## config.mk

```make
export PLATFORM = sky130hd
export DESIGN_NAME = bcd_scan_display
export DESIGN_NICKNAME = d
export VERILOG_FILES = /design/src/rtl/seg_display_pkg.sv /design/src/rtl/bcd_to_7seg.sv /design/src/rtl/bcd_scan_display.sv
export SDC_FILE = /design/constraint.sdc
export NUM_CORES = 1
export LEC_CHECK = 0
export ABC_AREA = 1
export ABC_CLOCK_PERIOD_IN_PS = 1700
export CAP_MARGIN = 20
export CELL_PAD_IN_SITES_DETAIL_PLACEMENT = 0
export CELL_PAD_IN_SITES_GLOBAL_PLACEMENT = 2
export CORE_ASPECT_RATIO = 0.5
export CORE_MARGIN = 8
export CORE_UTILIZATION = 35
export CTS_CLUSTER_DIAMETER = 100
export CTS_CLUSTER_SIZE = 16
export DETAILED_ROUTE_END_ITERATION = 7
export DONT_BUFFER_PORTS = 1
export GPL_ROUTABILITY_DRIVEN = 1
export PLACE_DENSITY_LB_ADDON = 0.1
export SETUP_SLACK_MARGIN = 0.02
export SYNTH_ARGS = -nofsm -noshare
export SYNTH_HDL_FRONTEND = slang
export SYNTH_SLANG_ARGS = --single-unit
```

## constraint.sdc

```tcl
create_clock -name clk -period 1.7 [get_ports clk]
set_input_delay 0.34 -clock clk [delete_from_list [all_inputs] [get_ports clk]]
set_output_delay 0.34 -clock clk [all_outputs]
set_load 0.005 [all_outputs]
```

## src/rtl/seg_display_pkg.sv

```systemverilog
// Seven-segment display constants and the BCD-to-segment decode function.
// Segment order is {g,f,e,d,c,b,a}; all patterns are active-low.
package seg_display_pkg;

    localparam logic [6:0] SEG_BLANK = 7'b1111111;
    localparam logic [6:0] SEG_DASH  = 7'b0111111;
    localparam logic [6:0] SEG_0     = 7'b1000000;
    localparam logic [6:0] SEG_1     = 7'b1111001;
    localparam logic [6:0] SEG_2     = 7'b0100100;
    localparam logic [6:0] SEG_3     = 7'b0110000;
    localparam logic [6:0] SEG_4     = 7'b0011001;
    localparam logic [6:0] SEG_5     = 7'b0010010;
    localparam logic [6:0] SEG_6     = 7'b0000010;
    localparam logic [6:0] SEG_7     = 7'b1111000;
    localparam logic [6:0] SEG_8     = 7'b0000000;
    localparam logic [6:0] SEG_9     = 7'b0010000;

    // Codes 10..15 are not BCD; they show a dash rather than raising a flag.
    function automatic logic [6:0] bcd_to_seg(input logic [3:0] bcd);
        case (bcd)
            4'd0:    return SEG_0;
            4'd1:    return SEG_1;
            4'd2:    return SEG_2;
            4'd3:    return SEG_3;
            4'd4:    return SEG_4;
            4'd5:    return SEG_5;
            4'd6:    return SEG_6;
            4'd7:    return SEG_7;
            4'd8:    return SEG_8;
            4'd9:    return SEG_9;
            default: return SEG_DASH;
        endcase
    endfunction

endpackage

```

## src/rtl/bcd_to_7seg.sv

```systemverilog
// Combinational single-digit BCD to active-low seven-segment decoder.
// Kept separate so a single-digit status display can reuse it.
module bcd_to_7seg
    import seg_display_pkg::*;
(
    input  logic [3:0] bcd,
    output logic [6:0] seg
);

    // Pure table lookup; no state.
    assign seg = bcd_to_seg(bcd);

endmodule

```

## src/rtl/bcd_scan_display.sv

```systemverilog
// Time-multiplexed common-anode seven-segment driver for NUM_DIGITS BCD digits.
// A prescaler sets how long each digit stays lit, an index scans the digits,
// and the BCD inputs are snapshotted once per frame so the shown value never
// tears. All pin outputs are registered.
// Optional build macro: LEADING_ZERO_BLANK_EN (suppress leading zeros).
module bcd_scan_display
    import seg_display_pkg::*;
#(
    parameter int NUM_DIGITS  = 4,
    parameter int REFRESH_DIV = 100000
)
(
    input  logic                      clk,
    input  logic                      Clr,
    input  logic [4*NUM_DIGITS-1:0]   Digits,
    input  logic [NUM_DIGITS-1:0]     DpIn,
    input  logic                      Blank,
    output logic [6:0]                Seg,
    output logic                      Dp,
    output logic [NUM_DIGITS-1:0]     An,
    output logic                      FrameTick
);

    localparam int PW = $clog2(REFRESH_DIV);
    localparam int IW = $clog2(NUM_DIGITS);

    logic [PW-1:0]           presc_reg;
    logic [IW-1:0]           index_reg;
    logic [4*NUM_DIGITS-1:0] snap_digits_reg;
    logic [NUM_DIGITS-1:0]   snap_dp_reg;
    logic [6:0]              seg_reg;
    logic                    dp_reg;
    logic [NUM_DIGITS-1:0]   an_reg;
    logic                    frame_tick_reg;

    logic                    tick;
    logic                    frame_start;
    logic [3:0]              digit_val [NUM_DIGITS];
    logic [NUM_DIGITS-1:0]   an_next;
    logic [NUM_DIGITS-1:0]   lz_mask;
    logic [3:0]              cur_digit;
    logic [6:0]              cur_seg;
    logic [6:0]              seg_next;

    assign tick        = (presc_reg == PW'(REFRESH_DIV - 1));
    assign frame_start = (presc_reg == '0) && (index_reg == '0);

    // Unpack the snapshot into per-digit nibbles and build the one-hot-low anode pattern.
    generate
        for (genvar gi = 0; gi < NUM_DIGITS; gi++) begin : g_digit
            assign digit_val[gi] = snap_digits_reg[4*gi +: 4];
            assign an_next[gi]   = (index_reg != IW'(gi));
        end
    endgenerate

`ifdef LEADING_ZERO_BLANK_EN
    // lz_mask[k] is set when digit k and every digit above it are zero;
    // digit 0 is never suppressed so a zero value still shows "0".
    assign lz_mask[NUM_DIGITS-1] = (digit_val[NUM_DIGITS-1] == 4'd0);
    assign lz_mask[0]            = 1'b0;
    generate
        for (genvar gi = 1; gi < NUM_DIGITS - 1; gi++) begin : g_lz
            assign lz_mask[gi] = (digit_val[gi] == 4'd0) && lz_mask[gi+1];
        end
    endgenerate
`else
    assign lz_mask = '0;
`endif

    assign cur_digit = digit_val[index_reg];

    bcd_to_7seg u_dec (
        .bcd (cur_digit),
        .seg (cur_seg)
    );

    // Segment pattern for the currently scanned digit, after leading-zero suppression.
    always_comb begin
        seg_next = cur_seg;
        if (lz_mask[index_reg]) begin
            seg_next = SEG_BLANK;
        end
    end

    // Refresh prescaler and digit-scan index.
    always_ff @(posedge clk) begin
        if (Clr) begin
            presc_reg <= '0;
            index_reg <= '0;
        end else if (tick) begin
            presc_reg <= '0;
            index_reg <= (index_reg == IW'(NUM_DIGITS - 1)) ? '0 : index_reg + 1'b1;
        end else begin
            presc_reg <= presc_reg + 1'b1;
        end
    end

    // Frame-coherent snapshot of the digit and decimal-point inputs.
    always_ff @(posedge clk) begin
        if (Clr) begin
            snap_digits_reg <= '0;
            snap_dp_reg     <= '0;
        end else if (frame_start) begin
            snap_digits_reg <= Digits;
            snap_dp_reg     <= DpIn;
        end
    end

    // Registered pin drive; Blank only gates the outputs, the scan keeps running.
    always_ff @(posedge clk) begin
        if (Clr) begin
            seg_reg        <= SEG_BLANK;
            dp_reg         <= 1'b1;
            an_reg         <= '1;
            frame_tick_reg <= 1'b0;
        end else begin
            frame_tick_reg <= frame_start;
            if (Blank) begin
                seg_reg <= SEG_BLANK;
                dp_reg  <= 1'b1;
                an_reg  <= '1;
            end else begin
                seg_reg <= seg_next;
                dp_reg  <= ~snap_dp_reg[index_reg];
                an_reg  <= an_next;
            end
        end
    end

    assign Seg       = seg_reg;
    assign Dp        = dp_reg;
    assign An        = an_reg;
    assign FrameTick = frame_tick_reg;

endmodule

```

==> impl_metrics.yaml <==
place:
  hpwlAfterDp_microns: 4790
  gp_congestion: 0.813
  io_buffers: 0
  pre_cts_ws_ps: 96.5
synth:
  synthXorXnorAreaFrac_pct: 1.98
  ys_seq_area_share_pct: 39.3
  synth_nets: 419
  synth_top_family_by_area: "simple AND/OR/NAND/NOR gates"
  syn_area_sq_mm: 0.00265
  yosysTopAreaCellShare_pct: 39.3
  synth_compound_area_share_pct: 6.94
  yosysWarningCount: 0
  yosysUniqueCellTypes: 31
  ys_ff_latch: 52
  synthCells: 384
  synthTopCellsByArea: "dfxtp_1, nand2_1, nand3_1, nor2_1, inv_1"
  avgSynthCellArea_sq_um: 6.90
  synth_top_area_cell: "dfxtp_1"
  synthSimpleGateAreaFrac_pct: 36.4
  synthAdderAreaFrac_pct: 5.67
  synthMuxAreaShare_pct: 0
floorplanning:
  initial_core_util_pct: 36.2
  placementRows: 22
  die_area_sq_mm: 0.0108
  core_sq_mm: 0.00732
  die_h_microns: 77.5
  die_w_microns: 139
  pin_count: 36
setup_path:
  cp_slowest_stage_delay_ps: 320
  arrival_ps: 1740
  path_max_fanout: 13
  reg2regPathDepth: 9
  slowest_stage: "dfxtp_1"
  path_class: "register to register"
  required_ps: 1880
  r2r_end: "Seg[5]$_SDFF_PP1_"
  cp_cell_sequence: "buf_4, nand2_1, nand3_1, nand2_1, inv_1, ha_1, nand3b_1, nand3_1, nand3_1"
  cp-end-kind: "register"
  crit_family: "simple AND/OR/NAND/NOR gates"
  timing.rr.start: "index_reg[0]$_SDFFE_PP0N_"
  path_buf_inv: 2
  start_kind: "register"
  cp_common_cell: "nand3_1"
  r2r_slack_ps: 140
clocking:
  cts-root-buf: "clkbuf_16"
  cts_setup_buffers: 0
  numCtsBuffers: 5
  ctsResizeCount: 0
  clkLatencyLatePin_ps: 300
  cts.clk_slew.worst_paths_ps: 70
  cts_tree: "built"
  hold_buffers: 0
  clockBufferDepth: 2
  h-tree-depth: 2
  cts_sinks: 52
route:
  routed.top_layer: "met4"
  dr.pass1.iters: 4
  ant_nets: 0
  drtIter0Drc: 142
  vias: 2334
  wl_met2_microns: 2640
  viasPerCell: 4.83
  drc: 0
  wl_microns: 6460
  routed-wl-met3_microns: 401
  wire_per_inst_microns: 13.4
  met1_length_microns: 3340
final_layout:
  regArea_sq_mm: 0.00104
  area_delta_synth_final_pct: 10.7
  drive_gt1_share_pct: 8.53
  mostFrequentLayoutCells: "nand2_1, nor2_1, dfxtp_1, nand3_1, inv_1"
  finalNetCount: 421
  fillCellCount: 797
  final_common_cell: "nand2_1"
  num_antenna_cells: 0
  fin_util_pct: 40.1
  multiInputGateArea_sq_mm: 0.00136
  largest_register_ffs: 17
min_path:
  worstHoldEndpoint: "FrameTick$_SDFF_PP0_"
  whs_path_depth: 1
  min_from: "Clr"
  min_path_type: "input port to register"
grt:
  grt_max_degree: 41
  antenna_found_initial: 0
  grt_pass1_wl_microns: 10500
  grt_usage_pct: 12.0
  first_global_vias: 2037
  grt-ovfl-total: 0
power_and_ir_drop:
  p_total_w: 0.00275
  swShare_pct: 27.3
  internal_power_w: 0.00200
  switching_power_w: 0.000750
  p_comb_share_pct: 13.5
  power.share.clock_pct: 37.1
  power_density_mw_per_mm2: 937
  pwr-share-seq_pct: 49.4
  worst_ir_drop_vdd_uv: 416
  p_leak_nw: 1.28
timing:
  tightest_slew_ps: 434
  fin_hold_ws_ps: 114
  finalCritPeriodShare_pct: 91.5
  drv_slew: 0
  finalSetupViolations: 0
  clock_skew_ps: 3.26
  clock.fmax_ghz: 0.643
  timing.final.ws_setup_ps: 144
  tns_ps: 0
  fin_crit_ps: 1560
  final-hold-violation-count: 0
  slew_headroom_pct: 71.0
  rsz0062_at_grt: "yes"
run_status:
  status: "complete, no violations"
run:
  cap_violations: 0
routing by layer:
layer  vias up  track usage [%]
met1      1045             16.7
met5         -                0
met2        54             17.2
met3         8             3.72
li1       1227                -
met4         0             3.91
worst max path at each step:
stage	from	to	slack, ps	depth (start not counted)
after CTS	index_reg[0]$_SDFFE_PP0N_	snap_digits_reg[14]$_SDFFE_PP0P_	90	8
after global routing	presc_reg[0]$_SDFF_PP0_	snap_digits_reg[11]$_SDFFE_PP0P_	5	10
after global placement	index_reg[0]$_SDFFE_PP0N_	snap_digits_reg[14]$_SDFFE_PP0P_	130	8
final	index_reg[0]$_SDFFE_PP0N_	Seg[5]$_SDFF_PP1_	140	9
after detailed placement	index_reg[0]$_SDFFE_PP0N_	snap_digits_reg[14]$_SDFFE_PP0P_	100	8
after floorplan	index_reg[0]$_SDFFE_PP0N_	Seg[5]$_SDFF_PP1_	170	10
worst register-to-register path, stage by stage (launching register included):
cell,delay (ps)
dfxtp_1,320
buf_4,180
nand2_1,80
nand3_1,70
nand2_1,170
inv_1,120
ha_1,210
nand3b_1,150
nand3_1,90
nand3_1,60
synth_stat cells:
| cell | instances |
|---|---|
| nand3_1 | 52 |
| clkinv_1 | 1 |
| nand3b_1 | 4 |
| nor2_1 | 58 |
| inv_2 | 2 |
| xnor2_1 | 1 |
| dfxtp_1 | 52 |
| nor4_1 | 1 |
| or2_2 | 1 |
| a21oi_1 | 26 |
| buf_2 | 8 |
| o21ai_1 | 1 |
| ha_1 | 12 |
| xor2_1 | 5 |
| nor3_1 | 1 |
| nor2_2 | 1 |
| nor2_4 | 3 |
| nand3_2 | 1 |
| buf_4 | 2 |
| o22ai_1 | 1 |
| nand2_4 | 1 |
| buf_6 | 1 |
| o21bai_1 | 2 |
| o31ai_1 | 1 |
| nand2_2 | 4 |
| nand4_1 | 6 |
| nand2_1 | 84 |
| o21ai_0 | 4 |
| clkbuf_1 | 1 |
| inv_1 | 45 |
| buf_1 | 2 |
per-stage QoR:
| stage | cell area [sq um] | cells |
|---|---|---|
| 6_report | 2930 | 483 |
| 4_1_cts | 2920 | 483 |
| 3_5_place_dp | 2780 | 475 |
| 2_1_floorplan | 2650 | 384 |
| 3_3_place_gp | 2780 | 475 |
| 5_1_grt | 2930 | 483 |
logic make-up (layout without fill, tap and decap cells):
group,count (synthesis),in the layout
buf+inv,62,65
simple gates,217,217
compound gates,35,35
xor+xnor,6,6
flops,52,52
fa+ha+maj,12,12
cell type report:
| cell class | count | area share (%) |
|---|---|---|
| Timing Repair Buffer | 9 | 2.99 |
| Multi-Input combinational cell | 270 | 46.3 |
| Clock inverter | 2 | 0.555 |
| Clock buffer | 6 | 4.39 |
| Sequential cell | 52 | 35.5 |
| Tap cell | 96 | 4.10 |
| Inverter | 48 | 6.14 |
power by group through the flow:
| stage | combinational (W) | sequential, W | clock [W] |
|---|---|---|---|
| 3_3_place_gp | 0.000361 | 0.00139 | 0 |
| 5_1_grt | 0.000428 | 0.00137 | 0.00111 |
| 4_1_cts | 0.000368 | 0.00136 | 0.00105 |
| 2_1_floorplan | 0.000295 | 0.00137 | 0 |
| 3_5_place_dp | 0.000367 | 0.00139 | 0 |
| 6_report | 0.000370 | 0.00136 | 0.00102 |
Note: power is estimated with default switching activity, not from simulation.
